### config.mk
export PLATFORM = sky130hd
export DESIGN_NAME = multicycle_control
export DESIGN_NICKNAME = d
export VERILOG_FILES = /design/src/rtl/multicycle_control.sv
export SDC_FILE = /design/constraint.sdc
export NUM_CORES = 1
export LEC_CHECK = 0
export BUFFER_PORTS_ARGS = -buffer_cell sky130_fd_sc_hd__buf_2
export CAP_MARGIN = 25
export CORE_ASPECT_RATIO = 0.5
export CORE_MARGIN = 1
export CORE_UTILIZATION = 50
export DETAILED_ROUTE_END_ITERATION = 16
export GPL_ROUTABILITY_DRIVEN = 0
export PLACE_DENSITY = 0.76
export SLEW_MARGIN = 10
export SYNTH_ARGS = -nofsm -noshare
export SYNTH_HDL_FRONTEND = slang
export SYNTH_SLANG_ARGS = --single-unit
### constraint.sdc
create_clock -name clk -period 3.6 [get_ports clk]
set_clock_uncertainty 0.2 [all_clocks]
set_input_delay 1.08 -clock clk [delete_from_list [all_inputs] [get_ports clk]]
set_output_delay 1.08 -clock clk [all_outputs]
set_load 0.01 [all_outputs]
### src/rtl/multicycle_control.sv
// Multicycle RV32I control FSM: FETCH/DECODE/EXEC/MEM/WB over a shared memory port.
// Optional macro CTRL_UPPER_IMM_EN adds LUI/AUIPC support.
module multicycle_control #(
  parameter int OPCODE_WIDTH = 7,
  parameter int CNT_WIDTH    = 32
) (
  input  logic                    clk,
  input  logic                    rst,
  input  logic [OPCODE_WIDTH-1:0] inst_opcode,
  input  logic                    mem_ready,
  output logic                    mem_req,
  output logic                    mem_we,
  output logic                    iord,
  output logic                    ir_write,
  output logic                    pc_write,
  output logic                    branch,
  output logic [1:0]              alu_src_a,
  output logic [1:0]              alu_src_b,
  output logic [1:0]              ALUOp,
  output logic                    reg_write,
  output logic [1:0]              mem_to_reg,
  output logic                    illegal,
  output logic [2:0]              state,
  output logic [CNT_WIDTH-1:0]    retired
);

  typedef enum logic [2:0] {
    S_FETCH = 3'd0, S_DECODE = 3'd1, S_EXEC = 3'd2, S_MEM = 3'd3,
    S_WB = 3'd4, S_RSV5 = 3'd5, S_RSV6 = 3'd6, S_TRAP = 3'd7
  } state_t;

  typedef enum logic [2:0] {
    K_R, K_ADDI, K_LW, K_S, K_B, K_J, K_LUI, K_AUIPC
  } kind_t;

  localparam logic [OPCODE_WIDTH-1:0] OP_R     = OPCODE_WIDTH'(7'b0110011);
  localparam logic [OPCODE_WIDTH-1:0] OP_ADDI  = OPCODE_WIDTH'(7'b0010011);
  localparam logic [OPCODE_WIDTH-1:0] OP_LW    = OPCODE_WIDTH'(7'b0000011);
  localparam logic [OPCODE_WIDTH-1:0] OP_S     = OPCODE_WIDTH'(7'b0100011);
  localparam logic [OPCODE_WIDTH-1:0] OP_B     = OPCODE_WIDTH'(7'b1100011);
  localparam logic [OPCODE_WIDTH-1:0] OP_J     = OPCODE_WIDTH'(7'b1101111);
`ifdef CTRL_UPPER_IMM_EN
  localparam logic [OPCODE_WIDTH-1:0] OP_LUI   = OPCODE_WIDTH'(7'b0110111);
  localparam logic [OPCODE_WIDTH-1:0] OP_AUIPC = OPCODE_WIDTH'(7'b0010111);
`endif

  state_t                  st, st_n;
  kind_t                   kind;
  logic                    legal;
  logic [OPCODE_WIDTH-1:0] op_q;
  logic                    illegal_q;
  logic                    ld_op, retire;
  logic                    ir_w, pc_w, rw, we, br;

  always_ff @(posedge clk or posedge rst) begin
    if (rst) begin
      st        <= S_FETCH;
      op_q      <= '0;
      retired   <= '0;
      illegal_q <= 1'b0;
    end else begin
      st <= st_n;
      if (ld_op)            op_q      <= inst_opcode;
      if (retire)           retired   <= retired + CNT_WIDTH'(1);
      if (st_n == S_TRAP)   illegal_q <= 1'b1;
    end
  end

  // Instruction class of the latched opcode; anything unlisted is illegal.
  always_comb begin
    legal = 1'b1;
    kind  = K_R;
    case (op_q)
      OP_R:     kind = K_R;
      OP_ADDI:  kind = K_ADDI;
      OP_LW:    kind = K_LW;
      OP_S:     kind = K_S;
      OP_B:     kind = K_B;
      OP_J:     kind = K_J;
`ifdef CTRL_UPPER_IMM_EN
      OP_LUI:   kind = K_LUI;
      OP_AUIPC: kind = K_AUIPC;
`endif
      default:  legal = 1'b0;
    endcase
  end

  always_comb begin
    st_n       = st;
    mem_req    = 1'b0;
    iord       = 1'b0;
    ir_w       = 1'b0;
    pc_w       = 1'b0;
    rw         = 1'b0;
    we         = 1'b0;
    br         = 1'b0;
    alu_src_a  = 2'd0;
    alu_src_b  = 2'd0;
    ALUOp      = 2'b00;
    mem_to_reg = 2'd0;
    ld_op      = 1'b0;
    retire     = 1'b0;
    case (st)
      S_FETCH: begin
        mem_req   = 1'b1;
        alu_src_b = 2'd1;
        if (mem_ready) begin
          ir_w  = 1'b1;
          pc_w  = 1'b1;
          ld_op = 1'b1;
          st_n  = S_DECODE;
        end
      end
      S_DECODE: begin
        alu_src_a = 2'd1;
        alu_src_b = 2'd2;
        st_n      = legal ? S_EXEC : S_TRAP;
      end
      S_EXEC: begin
        if (!legal) st_n = S_TRAP;
        else begin
          case (kind)
            K_R:    begin alu_src_a = 2'd2; ALUOp = 2'b10; st_n = S_WB; end
            K_ADDI: begin alu_src_a = 2'd2; alu_src_b = 2'd2; ALUOp = 2'b10; st_n = S_WB; end
            K_LW, K_S: begin alu_src_a = 2'd2; alu_src_b = 2'd2; st_n = S_MEM; end
            K_B: begin
              alu_src_a = 2'd2; ALUOp = 2'b01; br = 1'b1; retire = 1'b1; st_n = S_FETCH;
            end
            K_J: begin
              pc_w = 1'b1; rw = 1'b1; mem_to_reg = 2'd2; retire = 1'b1; st_n = S_FETCH;
            end
`ifdef CTRL_UPPER_IMM_EN
            K_LUI:   begin alu_src_a = 2'd3; alu_src_b = 2'd2; st_n = S_WB; end
            K_AUIPC: begin alu_src_a = 2'd1; alu_src_b = 2'd2; st_n = S_WB; end
`endif
            default: st_n = S_TRAP;
          endcase
        end
      end
      S_MEM: begin
        // Request, address source and store enable stay put for the whole wait.
        mem_req = 1'b1;
        iord    = 1'b1;
        we      = (kind == K_S);
        if (mem_ready) begin
          retire = (kind == K_S);
          st_n   = (kind == K_S) ? S_FETCH : (kind == K_LW) ? S_WB : S_TRAP;
        end
      end
      S_WB: begin
        rw         = 1'b1;
        mem_to_reg = (kind == K_LW) ? 2'd1 : 2'd0;
        retire     = 1'b1;
        st_n       = S_FETCH;
      end
      S_TRAP:  st_n = S_TRAP;
      default: st_n = S_TRAP;
    endcase
  end

  // Write enables are masked while reset is held, independent of state.
  assign ir_write  = ir_w & ~rst;
  assign pc_write  = pc_w & ~rst;
  assign reg_write = rw & ~rst;
  assign mem_we    = we & ~rst;
  assign branch    = br & ~rst;
  assign illegal   = illegal_q;
  assign state     = st;

endmodule

* After elaboration in Yosys (flattened, before gate mapping)
Index checks and enable logic that the tools add are counted.
** Cells by class
- Reductions and logical operators :: 9
- Magnitude comparators :: 0
- $mul :: 0
- Equality and inequality tests :: 16
- $add $sub $neg :: 1
- Shifts and indexed selects :: 0
- Div/mod/pow operators :: 0
- Muxes and demuxes :: 39
- Bitwise operators :: 6
** Operators with widths (number)
- $add 32x1->32 const B :: 1
- $pmux 3 s5 :: 2
- $mux 2 :: 9
- $mux 1 :: 15
- $mux 3 :: 5
- $eq 7x6->1 const B :: 2
- $eq 7x7->1 const B :: 2
- $eq 3x2->1 const B :: 4
- $eq 3x3->1 const B :: 4
- $pmux 2 s2 :: 3
- $pmux 3 s3 :: 1
- $reduce_or 2->1 :: 4
- $eq 7x2->1 const B :: 1
- $eq 7x5->1 const B :: 1
- $eq 3x1->1 const B :: 2
- $logic_not 3->1 :: 2
- $pmux 2 s3 :: 1
- $reduce_or 6->1 :: 1
- $and 1x1->1 :: 5
- $reduce_or 5->1 :: 1
- $pmux 1 s2 :: 2
- $pmux 1 s3 :: 1
- $reduce_or 3->1 :: 1
- $not 1->1 :: 1
** Storage, ports and cells
- Bits in read-only memories :: 0
- Bits in writable memories :: 0
- Bits of input ports :: 10
- Word-level logic and storage cells :: 75
- Latch bits :: 0
- Output and inout bits :: 51
- Flip-flop bits (word level) :: 43
- Memories :: 0

* Depth between registers and ports, before layout
- Word-level depth :: 8
- Gate-level depth with buffers :: 7
- Mapped depth without buffers :: 5

* Worst setup path before layout
OpenSTA, ideal clock, no wires.
- Path type :: flip-flop to output port
- Start point :: register st[2], in the netlist state[2]
- End point :: output port pc_write
- Data required time :: 2.320 ns
- Buffers on the path :: 1
- Data arrival time :: 1.922 ns
- Cell stages (with the launch flop) :: 6
- Setup slack :: 0.398 ns
- Cell sequence :: dfrtp_1 > buf_6 > or2_1 > or4_4 > nand2b_1 > a211oi_1
** On the way
- Cells in the longest elaborated chain, start to end :: 3
- Elaborated cells between the ends (all ways) :: 4
- Those cells by class :: 1 x eq/ne; 1 x mux; 1 x bitwise; 1 x reduce/logical
** RTL lines
- start, declared :: RTL line 47 : state_t st, st_n;
- start signal, assigned :: RTL line 62 : st <= st_n;
- $eq 3x2->1 / $logic_not 3->1 (equally long branches) :: RTL line 103 : case (st)
- $pmux 1 s2 * :: RTL line 103
- $and 1x1->1 * :: RTL line 163 : assign pc_write = pc_w & ~rst;
- end, declared :: RTL line 15 : output logic pc_write,
Mark *: on every way between the ends. The rest lies on a longest branch, timed or not.

* Final worst setup path
Same ends and word-level chain as after synthesis.

==> reports/metrics.cfg <==
[status]
status=completed

[placed_design]
placed_area_mm2=0.00266
portBuffers=60
dp_hpwl_um=3650

[synthesis]
synth.distinct_cells=43
yosysWarnings=0
synth_top_area_cell=dfrtp_1
synthFlopType=dfrtp_1
synth-edff-count=0
syn_inst=241
netlist_top_cells_area=dfrtp_1 47%, xor2_1 7.7%, nand2_1 6.2%
async_flop_share_pct=100
syn_nets=252
ys_seq_area_share_pct=47.1
avgSynthCellArea_um2=9.47
synth_area_mm2=0.00228
synth_top_area_share_pct=47.1
synth_seq_cells=43

[clocking]
clock_sinks=43
cts_tree=built
clk_pin_slew_ns=0.09
clock_latency_ns=0.30
cts_buffers=5
cts-root-buf=clkbuf_8
h-tree-depth=2
clockBufferDepth=2

[timing]
setup_tns_ns=0
tightest_slew_ns=0.652
slew_headroom_pct=56.4
period_share_pct=97.2
setup-violations-final=0
period_needed_ns=3.50
clock.fmax_mhz=286
finalHoldViolations=0
rsz0062_at_grt=false
maxSlewViolCount=0
fin_hold_ws_ns=0.266

[final_layout]
final_nets=322
syn_to_final_growth_pct=22.5
final_common_cell=buf_2
final_area_mm2=0.00280
n_antenna_cell=0
fillers=319
layout_common_cells=60 x buf_2, 42 x dfrtp_1, 38 x nand2_1
drive_above_1_share_pct=29.5

[setup_path]
path_max_fanout=8
end_kind=output port
crit_path_top_delay_cell=or4_4
r2r-end=retired[25]
rr_worst_depth=6
required_ns=2.32
worstPathBufferInverterCount=1
cpPeakStageDelay_ns=0.57
cp_cell_sequence=or2_1 > or4_4 > nand2b_1 > a211oi_2 > buf_2
r2r_slack_ns=1.24
path_depth=5
worstPathArrival_ns=2.22
cpLargestDelayFamily=simple AND/OR/NAND/NOR gates
worst_setup_path_start_kind=register
regToRegStartpoint=state[2]
setup.worst_path.class=register to output port

[drt]
drtIter0Drc=101
dr.pass1.iters=4
drc=0
vias=1959
viasPerCell=5.35
wl_per_cell_um=13.5
wirelength_um=4960
final_antenna_net_count=0

[global_route]
grt_pass1_wl_um=8380
grtUsageMet2_pct=37.4
grtUsageMet3_pct=5.53
grt_pass1_vias=1801
grt_max_degree=33
grt_overflow=0
gr-usage-all-layers_pct=22.1
grtUsageMet1_pct=27.9
antenna_found_initial=0
busiest_layer=met2

[die]
die_height_um=49.8
core-area_mm2=0.00412
die-area_mm2=0.00486
die_width_um=97.6
start_util_pct=55.4
rows=16
io-pin-count=61

[power]
p_leak_nw=1.45
p_per_area_mw_per_mm2=335
peakVddDrop_v=0.000228

[worst_hold_path]
worstHoldPathType=register to register
holdPathEnd=retired[31]
hold_depth=1
hold_start=retired[31]

[job]
drv_cap=0

[metal layers]
| layer | up-vias | part of all wire [%] |
|---|---|---|
| met5 | - | 0 |
| li1 | 969 | - |
| met2 | 52 | 48 |
| met1 | 927 | 46 |
| met4 | 0 | 1.7 |
| met3 | 11 | 4.1 |
[worst reg2reg max path, cell delays in order (launching register included)]
cell and delay [ns]:
dfrtp_2 0.43, buf_4 0.14, or3b_2 0.55, o41ai_2 0.11
o21bai_1 0.29, nor4_1 0.40, xor2_1 0.18
[registers in the layout, indices dropped and copies added (netlist names)]
register,flops
retired,32
op_q,7
state,3
illegal,1
[repair_timing]
action                                  CTS  global route
buffers inserted                          0             3
endpoints found under the setup margin    0             1
hold buffers                              0             0
resized for setup                         0             2
endpoints found under the hold margin     0             0
[area by class of cell]
cell class                 instances  area, um2  area share (%)
tap                               54       67.6            2.42
inverter                          12       45.0            1.61
clock inverter                     3       43.8            1.57
sequential                        43       1080            38.5
multi-input combinational        182       1140            40.8
timing repair buffer              67        353            12.6
clock buffer                       5       68.8            2.46
[per-stage QoR]
step	worst slack, ns	cells	util, %	total power [mW]
after global routing	0.0305	366	67.8	0.981
after CTS	0.0307	363	67.1	0.944
final	0.101	366	67.8	0.938
after global placement	0.405	355	64.4	0.565
after detailed placement	0.363	355	64.4	0.567
after floorplan	0.398	241	-	0.547
[how the worst max path moves through the flow]
stage,end,slack [ns],from
2_1_floorplan,pc_write,0.40,state[2]
3_3_place_gp,pc_write,0.40,state[2]
3_5_place_dp,pc_write,0.36,state[2]
4_1_cts,pc_write,0.03,state[2]
5_1_grt,pc_write,0.03,state[2]
6_report,pc_write,0.10,state[2]
[kinds of logic (layout without fill, tap and decap cells)]
logic type / after synthesis / after routing / synth area share [%]
mux: 1 / 1 / 0.493
fa+ha+maj: 1 / 1 / 0.548
compound gates: 22 / 22 / 7.67
xor+xnor: 32 / 32 / 12.3
buf+inv: 16 / 87 / 3.07
simple gates: 126 / 126 / 28.8
flops: 43 / 43 / 47.1
[cell usage after synthesis (all sizes together) (4+ instances only)]
| cell type | count |
|---|---|
| dfrtp | 43 |
| nand2 | 38 |
| nor2 | 26 |
| xor2 | 20 |
| nor3 | 16 |
| inv | 12 |
| xnor2 | 12 |
| nand3 | 8 |
| nand4 | 8 |
| nand2b | 7 |
| a21oi | 5 |
| and3 | 5 |
| and4 | 4 |
[where the power goes]
part | internal, mW | switching (mW) | total, mW
Sequential | 0.492 | 0.0134 | 0.505
Combinational | 0.0195 | 0.0330 | 0.0525
Clock | 0.207 | 0.173 | 0.380
Total | 0.718 | 0.220 | 0.938
Note: power is estimated with default switching activity, not from simulation.
